File: src/rtl/enc_layer_ctrl_if.sv
`default_nettype none
// ============================================================================
// Module   : enc_layer_ctrl_if
// Brief    : Handshake and data bus bundle for the encoder layer controller.
// Revision : 1.0 - initial release
// ============================================================================
interface enc_layer_ctrl_if #(
    parameter int BITSIZE = 16,
    parameter int N_IN    = 10,
    parameter int N_OUT   = 6
);
    localparam int c_row_w = (N_IN > 1) ? $clog2(N_IN) : 1;

    logic                          in_valid;
    logic                          in_ready;
    logic [BITSIZE*N_IN-1:0]       x;
    logic [BITSIZE*N_IN*N_OUT-1:0] w;
    logic [BITSIZE*N_OUT-1:0]      b;
    logic                          out_valid;
    logic                          out_ready;
    logic [BITSIZE*N_OUT-1:0]      y;
    logic                          busy;
    logic [c_row_w-1:0]            row_idx;

    // Environment side: feature source, weight store and downstream stage
    modport master (
        output in_valid, x, w, b, out_ready,
        input  in_ready, out_valid, y, busy, row_idx
    );

    // Controller side
    modport slave (
        input  in_valid, x, w, b, out_ready,
        output in_ready, out_valid, y, busy, row_idx
    );
endinterface
`default_nettype wire

File: src/rtl/enc_layer_ctrl.sv
`default_nettype none
// ============================================================================
// Module   : enc_layer_ctrl
// Brief    : Row-serial MAC sequencer for one fully connected layer y = b + W*x.
// Revision : 1.0 - initial release
// ============================================================================
module enc_layer_ctrl #(
    parameter int BITSIZE = 16,
    parameter int FRAC    = 8,
    parameter int N_IN    = 10,
    parameter int N_OUT   = 6
) (
    input  wire logic       clk,
    input  wire logic       reset,
    enc_layer_ctrl_if.slave bus
);
    localparam int                 c_row_w    = (N_IN > 1) ? $clog2(N_IN) : 1;
    localparam logic [c_row_w-1:0] c_row_last = c_row_w'(N_IN - 1);
    localparam logic [c_row_w-1:0] c_row_one  = c_row_w'(1);

    typedef enum logic [1:0] {
        S_IDLE = 2'd0,
        S_RUN  = 2'd1,
        S_DONE = 2'd2
    } state_t;

    function automatic logic signed [BITSIZE-1:0] fixed_point_multiply(
        input logic signed [BITSIZE-1:0] a,
        input logic signed [BITSIZE-1:0] m
    );
        logic signed [2*BITSIZE-1:0] p;
        p = a * m;
        p = p >>> FRAC;
        return p[BITSIZE-1:0];
    endfunction

    function automatic logic signed [BITSIZE-1:0] fixed_point_add(
        input logic signed [BITSIZE-1:0] a,
        input logic signed [BITSIZE-1:0] c
    );
        return a + c;
    endfunction

    state_t                     r_state;
    state_t                     w_next;
    logic [c_row_w-1:0]         r_row;
    logic signed [BITSIZE-1:0]  r_x        [N_IN];
    logic signed [BITSIZE-1:0]  r_acc      [N_OUT];
    logic signed [BITSIZE-1:0]  r_y        [N_OUT];
    logic signed [BITSIZE-1:0]  w_x_in     [N_IN];
    logic signed [BITSIZE-1:0]  w_b_in     [N_OUT];
    logic signed [BITSIZE-1:0]  w_acc_next [N_OUT];
    logic signed [BITSIZE-1:0]  w_x_cur;
    logic [BITSIZE*N_OUT-1:0]   w_y_packed;
    logic [c_row_w-1:0]         w_row_idx;
    logic                       w_accept;
    logic                       w_last;
    logic                       w_in_ready;
    logic                       w_out_valid;
    logic                       w_busy;

    // ------------------------------------------------------------------------
    // Control FSM
    // ------------------------------------------------------------------------
    always_ff @(posedge clk or posedge reset) begin
        if (reset) begin
            r_state <= S_IDLE;
        end else begin
            r_state <= w_next;
        end
    end

    always_comb begin
        w_next      = r_state;
        w_in_ready  = 1'b0;
        w_out_valid = 1'b0;
        w_busy      = 1'b1;
        w_accept    = 1'b0;
        w_last      = 1'b0;
        w_row_idx   = '0;
        case (r_state)
            S_IDLE: begin
                w_in_ready = 1'b1;
                w_busy     = 1'b0;
                if (bus.in_valid) begin
                    w_accept = 1'b1;
                    w_next   = S_RUN;
                end
            end
            S_RUN: begin
                w_row_idx = r_row;
                if (r_row == c_row_last) begin
                    w_last = 1'b1;
                    w_next = S_DONE;
                end
            end
            S_DONE: begin
                w_out_valid = 1'b1;
                if (bus.out_ready) begin
                    w_next = S_IDLE;
                end
            end
            default: begin
                w_next = S_IDLE;
            end
        endcase
    end

    // ------------------------------------------------------------------------
    // Bus unpacking and per-lane MAC
    // ------------------------------------------------------------------------
    generate
        for (genvar r = 0; r < N_IN; r++) begin : g_x_unpack
            assign w_x_in[r] = bus.x[BITSIZE*r +: BITSIZE];
        end

        for (genvar k = 0; k < N_OUT; k++) begin : g_lane
            logic signed [BITSIZE-1:0] w_col [N_IN];

            for (genvar r = 0; r < N_IN; r++) begin : g_col
                assign w_col[r] = bus.w[BITSIZE*(r*N_OUT+k) +: BITSIZE];
            end

            assign w_b_in[k]     = bus.b[BITSIZE*k +: BITSIZE];
            assign w_acc_next[k] = fixed_point_add(r_acc[k],
                                       fixed_point_multiply(w_x_cur, w_col[r_row]));
        end
    endgenerate

    assign w_x_cur = r_x[r_row];

    // ------------------------------------------------------------------------
    // Datapath registers; row counter parks at zero outside RUN
    // ------------------------------------------------------------------------
    always_ff @(posedge clk or posedge reset) begin
        if (reset) begin
            r_row <= '0;
            for (int i = 0; i < N_IN; i++) begin
                r_x[i] <= '0;
            end
            for (int k = 0; k < N_OUT; k++) begin
                r_acc[k] <= '0;
                r_y[k]   <= '0;
            end
        end else if (w_accept) begin
            r_row <= '0;
            for (int i = 0; i < N_IN; i++) begin
                r_x[i] <= w_x_in[i];
            end
            for (int k = 0; k < N_OUT; k++) begin
                r_acc[k] <= w_b_in[k];
            end
        end else if (r_state == S_RUN) begin
            for (int k = 0; k < N_OUT; k++) begin
                r_acc[k] <= w_acc_next[k];
            end
            if (w_last) begin
                r_row <= '0;
                for (int k = 0; k < N_OUT; k++) begin
                    r_y[k] <= w_acc_next[k];
                end
            end else begin
                r_row <= r_row + c_row_one;
            end
        end
    end

    always_comb begin
        w_y_packed = '0;
        for (int k = 0; k < N_OUT; k++) begin
            w_y_packed[BITSIZE*k +: BITSIZE] = r_y[k];
        end
    end

    assign bus.in_ready  = w_in_ready;
    assign bus.out_valid = w_out_valid;
    assign bus.busy      = w_busy;
    assign bus.row_idx   = w_row_idx;
    assign bus.y         = w_y_packed;

endmodule
`default_nettype wire

File: src/flat_wrapper.sv
// flat-port wrapper written by rule: the top's interface ports become plain ports
module enc_layer_ctrl_flat 
#(
    parameter int BITSIZE = 16,
    parameter int FRAC    = 8,
    parameter int N_IN    = 10,
    parameter int N_OUT   = 6
)
  (clk, reset, bus_in_valid, bus_x, bus_w, bus_b, bus_out_ready, bus_in_ready, bus_out_valid, bus_y, bus_busy, bus_row_idx);
  enc_layer_ctrl_if #(.BITSIZE(BITSIZE), .N_IN(N_IN), .N_OUT(N_OUT)) bus_i ();
  input  wire logic clk;
  input  wire logic reset;
  input wire logic [$bits(bus_i.in_valid)-1:0] bus_in_valid;
  input wire logic [$bits(bus_i.x)-1:0] bus_x;
  input wire logic [$bits(bus_i.w)-1:0] bus_w;
  input wire logic [$bits(bus_i.b)-1:0] bus_b;
  input wire logic [$bits(bus_i.out_ready)-1:0] bus_out_ready;
  output wire logic [$bits(bus_i.in_ready)-1:0] bus_in_ready;
  output wire logic [$bits(bus_i.out_valid)-1:0] bus_out_valid;
  output wire logic [$bits(bus_i.y)-1:0] bus_y;
  output wire logic [$bits(bus_i.busy)-1:0] bus_busy;
  output wire logic [$bits(bus_i.row_idx)-1:0] bus_row_idx;
  assign bus_i.in_valid = bus_in_valid;
  assign bus_i.x = bus_x;
  assign bus_i.w = bus_w;
  assign bus_i.b = bus_b;
  assign bus_i.out_ready = bus_out_ready;
  assign bus_in_ready = bus_i.in_ready;
  assign bus_out_valid = bus_i.out_valid;
  assign bus_y = bus_i.y;
  assign bus_busy = bus_i.busy;
  assign bus_row_idx = bus_i.row_idx;
  enc_layer_ctrl #(.BITSIZE(BITSIZE), .FRAC(FRAC), .N_IN(N_IN), .N_OUT(N_OUT)) u_core (.clk(clk), .reset(reset), .bus(bus_i));
endmodule
File: config.mk
export PLATFORM = sky130hd
export DESIGN_NAME = enc_layer_ctrl_flat
export DESIGN_NICKNAME = d
export VERILOG_FILES = /design/src/rtl/enc_layer_ctrl_if.sv /design/src/rtl/enc_layer_ctrl.sv /design/src/flat_wrapper.sv
export SDC_FILE = /design/constraint.sdc
export NUM_CORES = 2
export LEC_CHECK = 0
export CAP_MARGIN = 20
export CORE_AREA = 2 2 521 523
export DETAILED_ROUTE_END_ITERATION = 12
export DIE_AREA = 0 0 523 525
export PLACE_DENSITY_LB_ADDON = 0.05
export SYNTH_ARGS = -nofsm -noshare
export SYNTH_HDL_FRONTEND = slang
export SYNTH_SLANG_ARGS = --single-unit
File: constraint.sdc
create_clock -name clk -period 30.9 [get_ports clk]
set_input_delay 9.27 -clock clk [delete_from_list [all_inputs] [get_ports clk]]
set_output_delay 9.27 -clock clk [all_outputs]
set_load 0.01 [all_outputs]
==> reports/results.txt <==
Share of post-route cells with drive strength above 1 = 0.0727
Vias in the first global route = 66,700
CTS clk-pin slew, worst paths = 0.06 ns
#FFs+latches synth = 358
CTS buffer count = 49
Longest Clk Path Bufs = 3
Die area = 275,000 um^2
Critical Path AT = 19.48 ns
CP Capture Type = flip-flop
Layout Cells excl Fill = 12,800
Most frequent cells in the layout = inv_1 (1,484), clkdlybuf4s50_1 (1,322), nand2_1 (1,144)
Port Buffers = 1,322
Starting density of the core = 0.260
First-pass GRT wire length = 590,000 um
Reg-to-Reg End = u_core.bus.y[94]
H-tree Lvls = 2
Fin nets = 11,900
Post-CTS sizing = 0
Hold crit path type = reg2reg
Initial antenna violation count = 210
Fin area = 89,800 um^2
Worst setup SP type = input pin
Max Cap Viol = 0
Final period util = 0.614
Total Wirelength = 438,000 um
Remaining antenna violation count after routing = 0
Final Hold Fails = 0
GRT overflow = 0
Hold Path Origin = u_core.r_x[140]
Post-DP HPWL = 365,000 um
Die height = 525 um
1st-iter DRT viols = 5,230
Cells on worst reg2reg path = 37
Root buf cell = clkbuf_16
Status = finished clean
Detailed-route via count = 63,400
Crit-path max FO = 16
Number of synthesized flops with an enable pin = 0
Setup bufs post-CTS = 0
Fin crit period = 18.98 ns
Clock Skew = 0.0603 ns
Commonest non-fill, non-tap cell in the layout = inv_1
IO Count = 1,323
# fillers = 28,200
Skew-Pair Late Insertion Delay = 0.71 ns
Area post-placement = 87,700 um^2
Main synth FF type = dfrtp_1
WHS Endpoint = u_core.r_x[140]
Worst r2r src = u_core.r_row[1]
Least-Margin Pin Slew = 1.23 ns
Wire per inst = 34.2 um
Vias per cell = 4.96
Mapped Cells = 7,930
Slew HR = 0.157
Max Slew Vio Count = 0
Detailed Routing Iterations Pass 1 = 5
RSZ-0062 raised after global routing = false
Tot GR Track Use = 0.317
Synth Net Count = 10,800
Ys async rst share = 1.00
Die Wd = 523 um
CP most frequent cell = fa_1
Area of the core = 269,000 um^2
Global placer's final weighted congestion = 0.943
Largest net degree at the start of global routing = 85
Placed Cells = 12,600
Register-to-Register Setup Slack = 18.40 ns
Area Growth Syn to Fin = 28.3%
Site Rows = 191
WS Path Type = in2reg
Post-Syn Area = 70,000 um^2
Worst Path Required = 31.40 ns
Final setup violation count = 0
Seq/Total Area, Yosys = 0.128
Clk sink count = 358
Total negative slack = 0 ns
Max incr delay on CP = 0.98 ns
Hold buffer count at CTS = 0
Synth warn = 0
CP max stage cell = o31ai_4
Min-Delay Path Depth = 2
Distinct cells, synth = 83
Remaining DRCs = 0
Synth Area per Inst = 8.82 um^2
CTS tree = done
Fmax = 52.7 MHz
==> critical path: cells and delay by family <==
family / cells / cell delay (ns)
AO/OA/AOI/OAI: 14 / 4.33
adder cells (fa/ha/maj): 9 / 3.45
AND/OR/NAND/NOR: 5 / 0.77
multiplexers: 1 / 0.80
buffers and inverters: 5 / 0.61
XOR/XNOR: 1 / 0.22
==> cells in the mapped netlist, drive strengths merged, types with 33 or more instances <==
cell type | count | area, um^2
inv | 1486 | 5580
nand2 | 1147 | 4310
fa | 1122 | 22500
nor2 | 912 | 3420
ha | 518 | 6480
dfrtp | 358 | 8960
clkbuf | 277 | 1040
mux2i | 220 | 2200
xnor2 | 214 | 1870
a21oi | 211 | 1060
o21ai | 210 | 1070
buf | 159 | 958
mux4 | 150 | 3410
and2 | 104 | 651
or2 | 92 | 576
a22oi | 91 | 683
xor2 | 73 | 639
nand2b | 65 | 407
mux2 | 59 | 664
o22ai | 53 | 332
a21o | 47 | 353
nor3 | 43 | 215
o21a | 36 | 270
o22a | 33 | 289
==> sequential cells by signal, indices dropped and copies added (netlist names) <==
signal,flops
u_core.r_row,4
u_core.bus.y,96
u_core.r_state,2
u_core.r_x,160
u_core.r_acc,96
==> worst max path at each step <==
| stage | start | to | slack, ns | cells after the start |
|---|---|---|---|---|
| floorplan | reset | u_core.bus.y[0] | 11.70 | 1 |
| CTS | bus_w[945] | u_core.bus.y[94] | 12.12 | 35 |
| finish | bus_w[945] | u_core.bus.y[94] | 11.92 | 35 |
| global placement | bus_w[82] | u_core.bus.y[94] | 11.58 | 35 |
| global route | bus_w[945] | u_core.bus.y[94] | 11.53 | 35 |
| detailed placement | bus_w[945] | u_core.bus.y[94] | 11.44 | 35 |
==> cells by family after synthesis <==
| kind of cell | Yosys count | share of synthesized area |
|---|---|---|
| flip-flops | 358 | 0.128 |
| AO/OA/AOI/OAI | 851 | 0.0804 |
| multiplexers | 429 | 0.0897 |
| AND/OR/NAND/NOR | 2443 | 0.144 |
| adder cells (fa/ha/maj) | 1640 | 0.414 |
| XOR/XNOR | 287 | 0.0359 |
| buffers and inverters | 1922 | 0.108 |
==> metrics by stage <==
stage          utilization  setup slack (ns)  hold slack [ns]
5_1_grt              0.333             11.53            0.485
3_5_place_dp         0.326             11.44            0.458
3_3_place_gp         0.325             11.58            0.456
2_1_floorplan            -             11.70            0.439
6_report             0.333             11.92            0.475
4_1_cts              0.332             12.12            0.475
==> final cells by class <==
cell class                      instances  area [um^2]  share of cell area
Antenna cell                          121          303             0.00337
Inverter                             1486         5590              0.0623
Multi-Input combinational cell       5650        54000               0.601
Clock inverter                         24          405             0.00452
Tap cell                             3570         4470              0.0498
Timing Repair Buffer                 1506        14700               0.164
Clock buffer                           65         1360              0.0151
Sequential cell                       358         8970              0.0999
==> layer usage <==
metal	GRT usage	share of wire	vias to the layer above
met3	0.0565	0.064	518
met1	0.419	0.43	33300
met5	0	0.00084	-
met2	0.507	0.46	2462
met4	0.132	0.044	52
li1	-	-	27000
Power is not shown: default switching activity piles up to over one toggle a cycle in this logic, so the estimate is an artifact.
